File: config.mk
export PLATFORM = sky130hd
export DESIGN_NAME = hazard_scoreboard
export DESIGN_NICKNAME = d
export VERILOG_FILES = /design/src/rtl/hazard_scoreboard_pkg.sv /design/src/rtl/hazard_sb_entry.sv /design/src/rtl/hazard_scoreboard.sv
export SDC_FILE = /design/constraint.sdc
export NUM_CORES = 1
export LEC_CHECK = 0
export CAP_MARGIN = 10
export CORE_MARGIN = 3
export CORE_UTILIZATION = 50
export DETAILED_ROUTE_END_ITERATION = 6
export PLACE_DENSITY_LB_ADDON = 0.3
export SYNTH_ARGS = -nofsm -noshare
export SYNTH_HDL_FRONTEND = slang
export SYNTH_SLANG_ARGS = --single-unit
File: constraint.sdc
create_clock -name clk -period 2.4 [get_ports clk]
set_input_delay 0.24 -clock clk [delete_from_list [all_inputs] [get_ports clk]]
set_output_delay 0.24 -clock clk [all_outputs]
set_load 0.05 [all_outputs]
File: src/rtl/hazard_scoreboard_pkg.sv
// Shared defaults and helpers for the load-use hazard scoreboard.
//   DEF_REG_AW   : default register-address width
//   DEF_LOAD_LAT : default load-to-forward latency in cycles
//   DEF_CNT_W    : default stall statistics counter width
//   clog2()      : ceiling log2, used to size the per-register countdown
package hazard_scoreboard_pkg;

  localparam int unsigned DEF_REG_AW   = 4;
  localparam int unsigned DEF_LOAD_LAT = 2;
  localparam int unsigned DEF_CNT_W    = 16;

  // Smallest r with 2**r >= v (returns 0 for v <= 1).
  function automatic int unsigned clog2(input int unsigned v);
    int unsigned r;
    r = 0;
    for (int unsigned i = 0; i < 32; i++) begin
      if ((64'd1 << i) < 64'(v)) r = i + 1;
    end
    return r;
  endfunction

endpackage

File: src/rtl/hazard_sb_entry.sv
// One scoreboard entry: countdown of cycles until a load result is forwardable.
//   clk, rst_n : clock, async active-low reset
//   load       : a load targeting this register leaves Exe this cycle
//   freeze     : pipeline frozen; hold the count and ignore load
//   busy       : count is nonzero (load still in flight)
module hazard_sb_entry
  import hazard_scoreboard_pkg::*;
#(
  parameter int unsigned LOAD_LAT = DEF_LOAD_LAT
) (
  input  logic clk,
  input  logic rst_n,
  input  logic load,
  input  logic freeze,
  output logic busy
);

  localparam int unsigned CW = clog2(LOAD_LAT + 1);

  logic [CW-1:0] r_cnt;

  // A new load overrides the running count; zero never wraps.
  always_ff @(posedge clk or negedge rst_n) begin
    if (!rst_n) begin
      r_cnt <= '0;
    end else if (!freeze) begin
      if (load) begin
        r_cnt <= CW'(LOAD_LAT);
      end else if (r_cnt != '0) begin
        r_cnt <= r_cnt - CW'(1);
      end
    end
  end

  assign busy = (r_cnt != '0);

endmodule

File: src/rtl/hazard_scoreboard.sv
// Load-use hazard detector for a decode stage.
//   clk, rst_n         : clock, async active-low reset
//   src_addr, src_re   : decode source operands and their read enables
//   dec_valid, flush   : decode has a valid instruction / it is being squashed
//   ld_issue, ld_dst   : load in Exe this cycle and its destination register
//   mem_busy           : pipeline frozen; scoreboard and statistics hold
//   nop_mux            : inject NOP into Exe (combinational)
//   f_reg_hold, pc_hold: hold fetch/decode register and PC (combinational)
//   pending            : per-register load-in-flight flags
//   stall_cnt          : saturating count of hazard stall cycles
module hazard_scoreboard
  import hazard_scoreboard_pkg::*;
#(
  parameter int unsigned REG_AW   = DEF_REG_AW,
  parameter int unsigned NUM_SRC  = 2,
  parameter int unsigned LOAD_LAT = DEF_LOAD_LAT,
  parameter int unsigned CNT_W    = DEF_CNT_W
) (
  input  logic                      clk,
  input  logic                      rst_n,
  input  logic [NUM_SRC*REG_AW-1:0] src_addr,
  input  logic [NUM_SRC-1:0]        src_re,
  input  logic                      dec_valid,
  input  logic                      flush,
  input  logic                      ld_issue,
  input  logic [REG_AW-1:0]         ld_dst,
  input  logic                      mem_busy,
  output logic                      nop_mux,
  output logic                      f_reg_hold,
  output logic                      pc_hold,
  output logic [(2**REG_AW)-1:0]    pending,
  output logic [CNT_W-1:0]          stall_cnt
);

  localparam int unsigned NUM_REGS = 2 ** REG_AW;

  logic [NUM_REGS-1:0] w_busy;
  logic [NUM_SRC-1:0]  w_op_haz;
  logic                w_stall;
  logic [CNT_W-1:0]    r_stall_cnt;

  // Per-register countdowns; mem_busy freezes every entry.
  for (genvar r = 0; r < NUM_REGS; r++) begin : g_entry
    logic w_load;
    assign w_load = ld_issue && (ld_dst == REG_AW'(r));

    hazard_sb_entry #(
      .LOAD_LAT (LOAD_LAT)
    ) u_entry (
      .clk    (clk),
      .rst_n  (rst_n),
      .load   (w_load),
      .freeze (mem_busy),
      .busy   (w_busy[r])
    );
  end

  // Operand hazard: load in flight, or load-use against the load now in Exe.
  for (genvar i = 0; i < NUM_SRC; i++) begin : g_src
    logic [REG_AW-1:0] w_addr;
    assign w_addr      = src_addr[i*REG_AW +: REG_AW];
    assign w_op_haz[i] = src_re[i] && (w_busy[w_addr] || (ld_issue && (w_addr == ld_dst)));
  end

  assign w_stall    = (|w_op_haz) && dec_valid && !flush;
  assign f_reg_hold = w_stall;
  assign pc_hold    = w_stall;
  assign nop_mux    = w_stall || flush;
  assign pending    = w_busy;

  // Stall statistics: frozen cycles are not counted; saturates at all-ones.
  always_ff @(posedge clk or negedge rst_n) begin
    if (!rst_n) begin
      r_stall_cnt <= '0;
    end else if (w_stall && !mem_busy && (r_stall_cnt != '1)) begin
      r_stall_cnt <= r_stall_cnt + CNT_W'(1);
    end
  end

  assign stall_cnt = r_stall_cnt;

endmodule
==> impl_metrics.csv, run 1 <==
group,metric,value,unit
run_status,outcome,"finished, violations left",
run_status,failed_checks,"setup timing",
clock_tree,cts_num_sinks,48,
min_path,hp-class,"in2async",
placement,gp_weighted_congestion,0.9015,
sta,fin_setup_tns,-0.2779,ns
sta,skew,0.007165,ns
global_route,grt.overflow.total,0,
yosys,synth_top_flop_cell,"sky130_fd_sc_hd__dfrtp_1",
sta,setup_viol_count_final,3,
finish,n_fill_cell,480,
yosys,synth.yosys.warnings,0,
finish,syn_to_final_growth,28.07,%
clock_tree,clk-insertion-delay-late,0.31,ns
global_route,number_of_global_route_vias_before_repair,2688,
placement,dp_hpwl,5362,um
setup_path,worstSetupStartpointType,"register",
clock_tree,clk_root_buffer_cell,"sky130_fd_sc_hd__clkbuf_8",
routing,wl,7477,um
pwr,power.share.switching,43.73,%
sta,hold_ws,0.3669,ns
pwr,finalPower,0.004669,W
clock_tree,cts-buffers-inserted,5,
finish,ratio_of_cells_with_drive_above_1_in_the_final_layout,20.28,%
sta,timing_worst_slew_pin_value,0.5289,ns
yosys,synth.lib_cells_used.distinct,42,
finish,most_common_cell_after_layout_fill_and_taps_aside,"sky130_fd_sc_hd__inv_1",
yosys,ys_seq_area_share,37.12,%
finish,post-route-util,67.98,%
pwr,power.share.clock,13.2,%
pwr,p_leak,1.888,nW
sta,fin_crit_sh,104.4,%
setup_path,timing.critical_path.required,2.16,ns
routing,dr.pass1.iters,4,
floorplan,die_height,86.45,um
placement,placement.io_buffers,54,
pwr,vdd_ir_drop_max,0.7847,mV
floorplan,rows,28,
pwr,seq_power_share,27.4,%
clock_tree,htree_levels,2,
global_route,grtUsageTotal,21.29,%
yosys,synth.top_cells.by_area,"sky130_fd_sc_hd__dfrtp_1, sky130_fd_sc_hd__inv_1, sky130_fd_sc_hd__ha_1",
clock_tree,tritoncts,"done",
global_route,antenna_found_initial,0,
setup_path,timing.critical_path.arrival,2.27,ns
sta,timing_max_transition_violations_final,0,
yosys,yosysTopAreaCell,"sky130_fd_sc_hd__dfrtp_1",
sta,rsz0062_at_grt,"true",
finish,nets,470,
run,drv.max_cap_violation_count,0,
setup_path,setup.worst_path.end_class,"output port",
pwr,p_sw,0.002042,W
yosys,synth_fp_nets,404,
routing,first_iter_violations,187,
pwr,power_share_of_the_combinational_group,59.4,%
finish,most-common-layout-cells,"sky130_fd_sc_hd__inv_1, sky130_fd_sc_hd__clkdlybuf4s50_1, sky130_fd_sc_hd__dfrtp_1",
routing,viasPerCell,5.415,
yosys,synthesis.instances,367,
setup_path,critical_path_peak_fanout,5,
floorplan,core_area,0.006096,mm^2
floorplan,die_w,86.45,um
sta,timing.final.ws_setup,-0.1064,ns
clock_tree,cts-root-to-sink-buffers,2,
sta,finalHoldViolations,0,
yosys,synth_async_sr_flop_share,100.0,%
global_route,grt_pass1_wl,12690,um
pwr,power_per_cell_area,1127,mW/mm^2
routing,routed-via-count,2756,
sta,timing.final.crit_period,2.506,ns
yosys,mappedNetlistArea,0.003236,mm^2
routing,drc,0,
pwr,intPower,0.002627,W
routing,routedWlPerCell,14.69,um
finish,antenna_cells,0,
floorplan,fp.dieArea,0.007473,mm^2
placement,post-place-ws,-0.1433,ns
global_route,grt_start_max_net_pins,34,
floorplan,floorplan.io_pins,55,
clock_tree,clkSlewWorstSetupHoldPaths,0.10,ns
sta,max_freq,399.0,MHz
sta,worst_slew_margin_rel,64.63,%
yosys,synthesized_flop_and_latch_total,48,
routing,route.antenna.remaining_nets,0,
yosys,yosys.area.top_type_share,37.12,%
setup_path,path_class,"reg2out",
yosys,synth_enable_flop_cells,0,
yosys,postSynthAreaPerCell,8.816,um^2
floorplan,initial_utilization,53.08,%
worst paths after layout:
| check | startpoint | end | slack [ns] | cells after the start |
|---|---|---|---|---|
| worst max-delay path | g_entry[14].u_entry.r_cnt[0] | f_reg_hold | -0.11 | 9 |
| worst min-delay path | rst_n | g_entry[11].u_entry.r_cnt[0] | 0.37 | 2 |
| worst max register to register | g_entry[1].u_entry.r_cnt[1] | stall_cnt[1] | 0.03 | 10 |
| worst min register to register | g_entry[3].u_entry.r_cnt[0] | g_entry[3].u_entry.r_cnt[0] | 0.48 | 1 |
| max in group asynchronous | rst_n | g_entry[0].u_entry.r_cnt[0] | 1.27 | 3 |
| min in group clk | g_entry[3].u_entry.r_cnt[0] | g_entry[3].u_entry.r_cnt[0] | 0.48 | 1 |
power groups by stage:
stage	logic, W	registers [W]	clock network, W
6_report	0.00277	0.00128	0.000616
5_1_grt	0.00304	0.00131	0.000657
4_1_cts	0.00265	0.00127	0.000628
3_5_place_dp	0.00247	0.00129	0
3_3_place_gp	0.00237	0.00128	0
2_1_floorplan	0.00182	0.00138	0
kinds of logic after synthesis:
| group | share of synthesized area, % |
|---|---|
| multiplexers | 8.972 |
| AND/OR/NAND/NOR | 20.50 |
| AO/OA/AOI/OAI | 8.353 |
| XOR/XNOR | 5.955 |
| buffers and inverters | 12.53 |
| adder cells (fa/ha/maj) | 6.574 |
| flip-flops | 37.12 |
worst max-delay path, cell delays in order (launching register included):
cell,delay (ns)
sky130_fd_sc_hd__dfrtp_1,0.33
sky130_fd_sc_hd__inv_1,0.06
sky130_fd_sc_hd__ha_2,0.21
sky130_fd_sc_hd__mux4_2,0.49
sky130_fd_sc_hd__nor3b_2,0.19
sky130_fd_sc_hd__a41oi_1,0.07
sky130_fd_sc_hd__nand4_2,0.15
sky130_fd_sc_hd__nand2_2,0.11
sky130_fd_sc_hd__nor2_4,0.19
sky130_fd_sc_hd__buf_12,0.15
through the flow:
step / std cells / instance area, um^2
final: 509 / 4144
after global routing: 509 / 4144
after CTS: 502 / 4071
after detailed placement: 485 / 3831
after global placement: 485 / 3831
after floorplan: 367 / 3247
cell usage after synthesis, types with 2 or more instances:
| cell type | instances |
|---|---|
| sky130_fd_sc_hd__o21ai_0 | 11 |
| sky130_fd_sc_hd__buf_4 | 17 |
| sky130_fd_sc_hd__nor3_1 | 15 |
| sky130_fd_sc_hd__nand2b_1 | 3 |
| sky130_fd_sc_hd__clkbuf_1 | 4 |
| sky130_fd_sc_hd__or3_1 | 4 |
| sky130_fd_sc_hd__o22a_1 | 6 |
| sky130_fd_sc_hd__nand3_1 | 13 |
| sky130_fd_sc_hd__and3_1 | 8 |
| sky130_fd_sc_hd__mux4_1 | 3 |
| sky130_fd_sc_hd__buf_2 | 3 |
| sky130_fd_sc_hd__xor2_1 | 6 |
| sky130_fd_sc_hd__a41oi_1 | 2 |
| sky130_fd_sc_hd__a21oi_1 | 16 |
| sky130_fd_sc_hd__buf_6 | 3 |
| sky130_fd_sc_hd__mux2_4 | 2 |
| sky130_fd_sc_hd__mux4_2 | 4 |
| sky130_fd_sc_hd__dfrtp_1 | 48 |
| sky130_fd_sc_hd__nand2_1 | 24 |
| sky130_fd_sc_hd__or2_2 | 2 |
| sky130_fd_sc_hd__xnor2_1 | 16 |
| sky130_fd_sc_hd__mux2i_1 | 8 |
| sky130_fd_sc_hd__nor2_1 | 47 |
| sky130_fd_sc_hd__o21ba_2 | 2 |
| sky130_fd_sc_hd__ha_1 | 17 |
| sky130_fd_sc_hd__nand4_1 | 9 |
| sky130_fd_sc_hd__inv_1 | 57 |
| sky130_fd_sc_hd__nor3b_1 | 3 |
registers in the layout (all words and copies together), names as in the netlist:
| register | count |
|---|---|
| stall_cnt | 16 |
| g_entry.u_entry.r_cnt | 32 |
final cells by class:
class | instances | area [um^2] | area share (%)
Clock inverter | 3 | 47.55 | 1.147
Sequential cell | 48 | 1201 | 28.99
Multi-Input combinational cell | 235 | 1712 | 41.30
Timing Repair Buffer | 86 | 807.0 | 19.47
Tap cell | 75 | 93.84 | 2.264
Clock buffer | 5 | 68.82 | 1.661
Inverter | 57 | 214.0 | 5.163
routing by layer:
layer  global-route usage [%]  part of all wire (%)
met3                    3.422                   5.2
met4                    6.091                   1.6
met5                        0                     0
met2                    35.05                    49
met1                    29.09                    44
what timing repair did:
item                                    4_1_cts  5_1_grt
buffers inserted                              8        7
pin swaps                                     8        7
resized for setup                            23        8
endpoints found under the hold margin        15        0
endpoints found under the setup margin        3       16
hold buffers                                  1        0
Note: power is estimated with default switching activity, not from simulation.
==> inputs of run 2 (changes only) <==
CORE_MARGIN = not set   (was 3)
==> run 2 against run 1 <==
The flow still finishes with violations (setup timing). Combinational power rose by 5%. Sequential share of layout area fell by 0.10 points. Total power is essentially flat. Worst hold slack improved by 0.027 ns. Maximum frequency up 2.0%. Clock power fell by 25%. Count of clock-buffer cells in the layout rose by 1. Cell area is 0.36% higher. Via count decreased by 1.2%. Critical path depth is the same. Global-route usage grew 2.6 points. Cell count is 1.4% lower.
==> impl_metrics.csv, run 2 (same netlist as run 1, synthesis figures left out) <==
group,metric,value,unit
routing,routedWlPerCell,15.19,um
floorplan,die_w,82.45,um
setup_path,setup.worst_path.end_class,"output port",
placement,dp_hpwl,5456,um
clock_tree,cts-root-to-sink-buffers,2,
routing,first_iter_violations,182,
run_status,outcome,"finished, violations left",
pwr,power.share.switching,45.06,%
floorplan,floorplan.io_pins,55,
placement,post_dp_cell_area,0.003824,mm^2
sta,max_freq,407.0,MHz
setup_path,timing.critical_path.required,2.16,ns
placement,placement.io_buffers,54,
sta,skew,0.009126,ns
floorplan,fp.dieArea,0.006797,mm^2
finish,registers.top_by_ff_count,"g_entry.u_entry.r_cnt",
run_status,failed_checks,"setup timing",
pwr,intPower,0.002564,W
sta,finalHoldViolations,0,
setup_path,reg2regPathDepth,10,
clock_tree,cts-buffers-inserted,5,
finish,most-common-layout-cells,"sky130_fd_sc_hd__clkdlybuf4s50_1, sky130_fd_sc_hd__dfrtp_1, sky130_fd_sc_hd__nor2_1",
sta,fin_crit_sh,102.4,%
clock_tree,clkSlewWorstSetupHoldPaths,0.09,ns
sta,fin_setup_tns,-0.1234,ns
routing,viasPerCell,5.422,
clock_tree,htree_levels,2,
finish,max_ffs_per_register,32,
pwr,p_sw,0.002103,W
global_route,antenna_found_initial,0,
clock_tree,cts_num_sinks,48,
pwr,p_leak,1.834,nW
finish,syn_to_final_growth,28.54,%
setup_path,timing.critical_path.arrival,2.22,ns
sta,worst_slew_margin_rel,63.68,%
clock_tree,clk-insertion-delay-late,0.30,ns
global_route,grtUsageTotal,23.84,%
setup_path,timing.critical_path.slowest_cell_delay,0.48,ns
finish,ratio_of_cells_with_drive_above_1_in_the_final_layout,22.25,%
pwr,power_share_of_the_combinational_group,62.3,%
floorplan,die_height,82.45,um
pwr,power.share.clock,9.9,%
setup_path,crit-reg2reg-launch,"g_entry[3].u_entry.r_cnt[0]",
setup_path,crit_end,"pc_hold",
setup_path,crit_reg_reg_endpoint,"stall_cnt[1]",
clock_tree,tritoncts,"done",
finish,most_common_cell_after_layout_fill_and_taps_aside,"sky130_fd_sc_hd__clkdlybuf4s50_1",
setup_path,ff2ff_setup_slack,0.09,ns
routing,wl,7625,um
finish,nets,464,
setup_path,crit_path_top_delay_cell,"sky130_fd_sc_hd__mux4_2",
floorplan,rows,28,
pwr,power_per_cell_area,1122,mW/mm^2
clock_tree,clk_root_buffer_cell,"sky130_fd_sc_hd__clkbuf_8",
placement,gp_weighted_congestion,0.9408,
sta,setup_viol_count_final,3,
setup_path,worstSetupStartpointType,"register",
finish,antenna_cells,0,
routing,routed-via-count,2722,
sta,timing.final.ws_setup,-0.05728,ns
sta,timing_worst_slew_pin_value,0.5431,ns
min_path,hp-class,"in2async",
finish,post-route-util,68.23,%
routing,drc,0,
sta,rsz0062_at_grt,"true",
sta,timing_max_transition_violations_final,0,
pwr,seq_power_share,27.8,%
global_route,number_of_global_route_vias_before_repair,2669,
sta,timing.final.crit_period,2.457,ns
routing,route.antenna.remaining_nets,0,
setup_path,path_cells,"inv_1, ha_4, mux4_2, nor3b_2, a41oi_1, nand4_2, nand2_2, nor2_4, buf_12",
setup_path,path_class,"reg2out",
finish,postLayoutCellArea,0.004159,mm^2
sta,hold_ws,0.3938,ns
pwr,vdd_ir_drop_max,0.8828,mV
routing,dr.pass1.iters,4,
global_route,grt.overflow.total,0,
floorplan,core_area,0.006096,mm^2
finish,n_fill_cell,473,
global_route,grt_start_max_net_pins,33,
setup_path,timing.critical_path.from,"g_entry[15].u_entry.r_cnt[1]",
global_route,grt_pass1_wl,12230,um
setup_path,critical_path_peak_fanout,5,
floorplan,initial_utilization,53.08,%
run,drv.max_cap_violation_count,0,
==> run 2: changes by cell type in the layout (fill, tap and decap cells not counted), moves of 6 or more <==
cell / previous run / this run
sky130_fd_sc_hd__buf_4: 31 / 25
sky130_fd_sc_hd__ha_4: 2 / 11
sky130_fd_sc_hd__ha_2: 12 / 5
sky130_fd_sc_hd__inv_1: 52 / 40
sky130_fd_sc_hd__inv_2: 5 / 17
==> run 2: final cells by class <==
class / count / area [um^2] / area share (%)
Sequential cell: 48 / 1201 / 28.88
Multi-Input combinational cell: 235 / 1810 / 43.53
Timing Repair Buffer: 80 / 762.0 / 18.32
Clock inverter: 1 / 5.005 / 0.1203
Tap cell: 75 / 93.84 / 2.256
Clock buffer: 6 / 72.57 / 1.745
Inverter: 57 / 214.0 / 5.144
==> run 2: repair_timing <==
action	CTS	global route
setup buffers	7	3
gates resized for setup	48	7
pin swaps	10	4
hold endpoints to repair	17	0
endpoints found under the setup margin	3	4
hold buffers	1	0
==> run 2: power by group through the flow <==
| stage | Combinational [W] | Clock (W) | Sequential (W) |
|---|---|---|---|
| 6_report | 0.00291 | 0.000462 | 0.00130 |
| 5_1_grt | 0.00318 | 0.000507 | 0.00133 |
| 4_1_cts | 0.00279 | 0.000475 | 0.00129 |
| 3_5_place_dp | 0.00246 | 0 | 0.00130 |
| 3_3_place_gp | 0.00236 | 0 | 0.00128 |
| 2_1_floorplan | 0.00182 | 0 | 0.00138 |
==> run 2: worst min-delay path by stage <==
| stage | start | endpoint | slack, ns | depth (start not counted) |
|---|---|---|---|---|
| final | rst_n | g_entry[11].u_entry.r_cnt[0] | 0.39 | 2 |
| after global routing | rst_n | g_entry[11].u_entry.r_cnt[0] | 0.45 | 2 |
| after CTS | rst_n | g_entry[11].u_entry.r_cnt[0] | 0.41 | 2 |
| after detailed placement | rst_n | g_entry[11].u_entry.r_cnt[0] | 0.20 | 1 |
| after global placement | rst_n | g_entry[11].u_entry.r_cnt[0] | 0.19 | 1 |
| after floorplan | rst_n | g_entry[0].u_entry.r_cnt[0] | -0.06 | 0 |
==> run 2: worst max-delay path: cells and delay by family, from the launching register on <==
family,cells,cell delay [ns]
DFF,1,0.35
AOI/OAI and AO/OA,1,0.08
muxes,1,0.48
and+or+nand+nor,4,0.61
adders and majority gates,1,0.17
buffers and inverters,2,0.22
==> run 2: metrics by stage <==
| stage | instances | power, W | setup slack [ns] |
|---|---|---|---|
| floorplan | 367 | 0.003198 | 0.01154 |
| global placement | 484 | 0.003636 | -0.1244 |
| detailed placement | 484 | 0.003756 | -0.1729 |
| CTS | 499 | 0.004558 | -0.03912 |
| global route | 502 | 0.005022 | -0.1267 |
| finish | 502 | 0.004667 | -0.05728 |
==> run 2: layer usage <==
metal  global-route usage (%)  part of all wire [%]  vias up
met5                        0                     0        -
met4                    8.772                   2.0        0
met3                    4.725                   4.8       14
met2                    40.74                    49       83
met1                    29.73                    45     1300
li1                         -                     -     1325
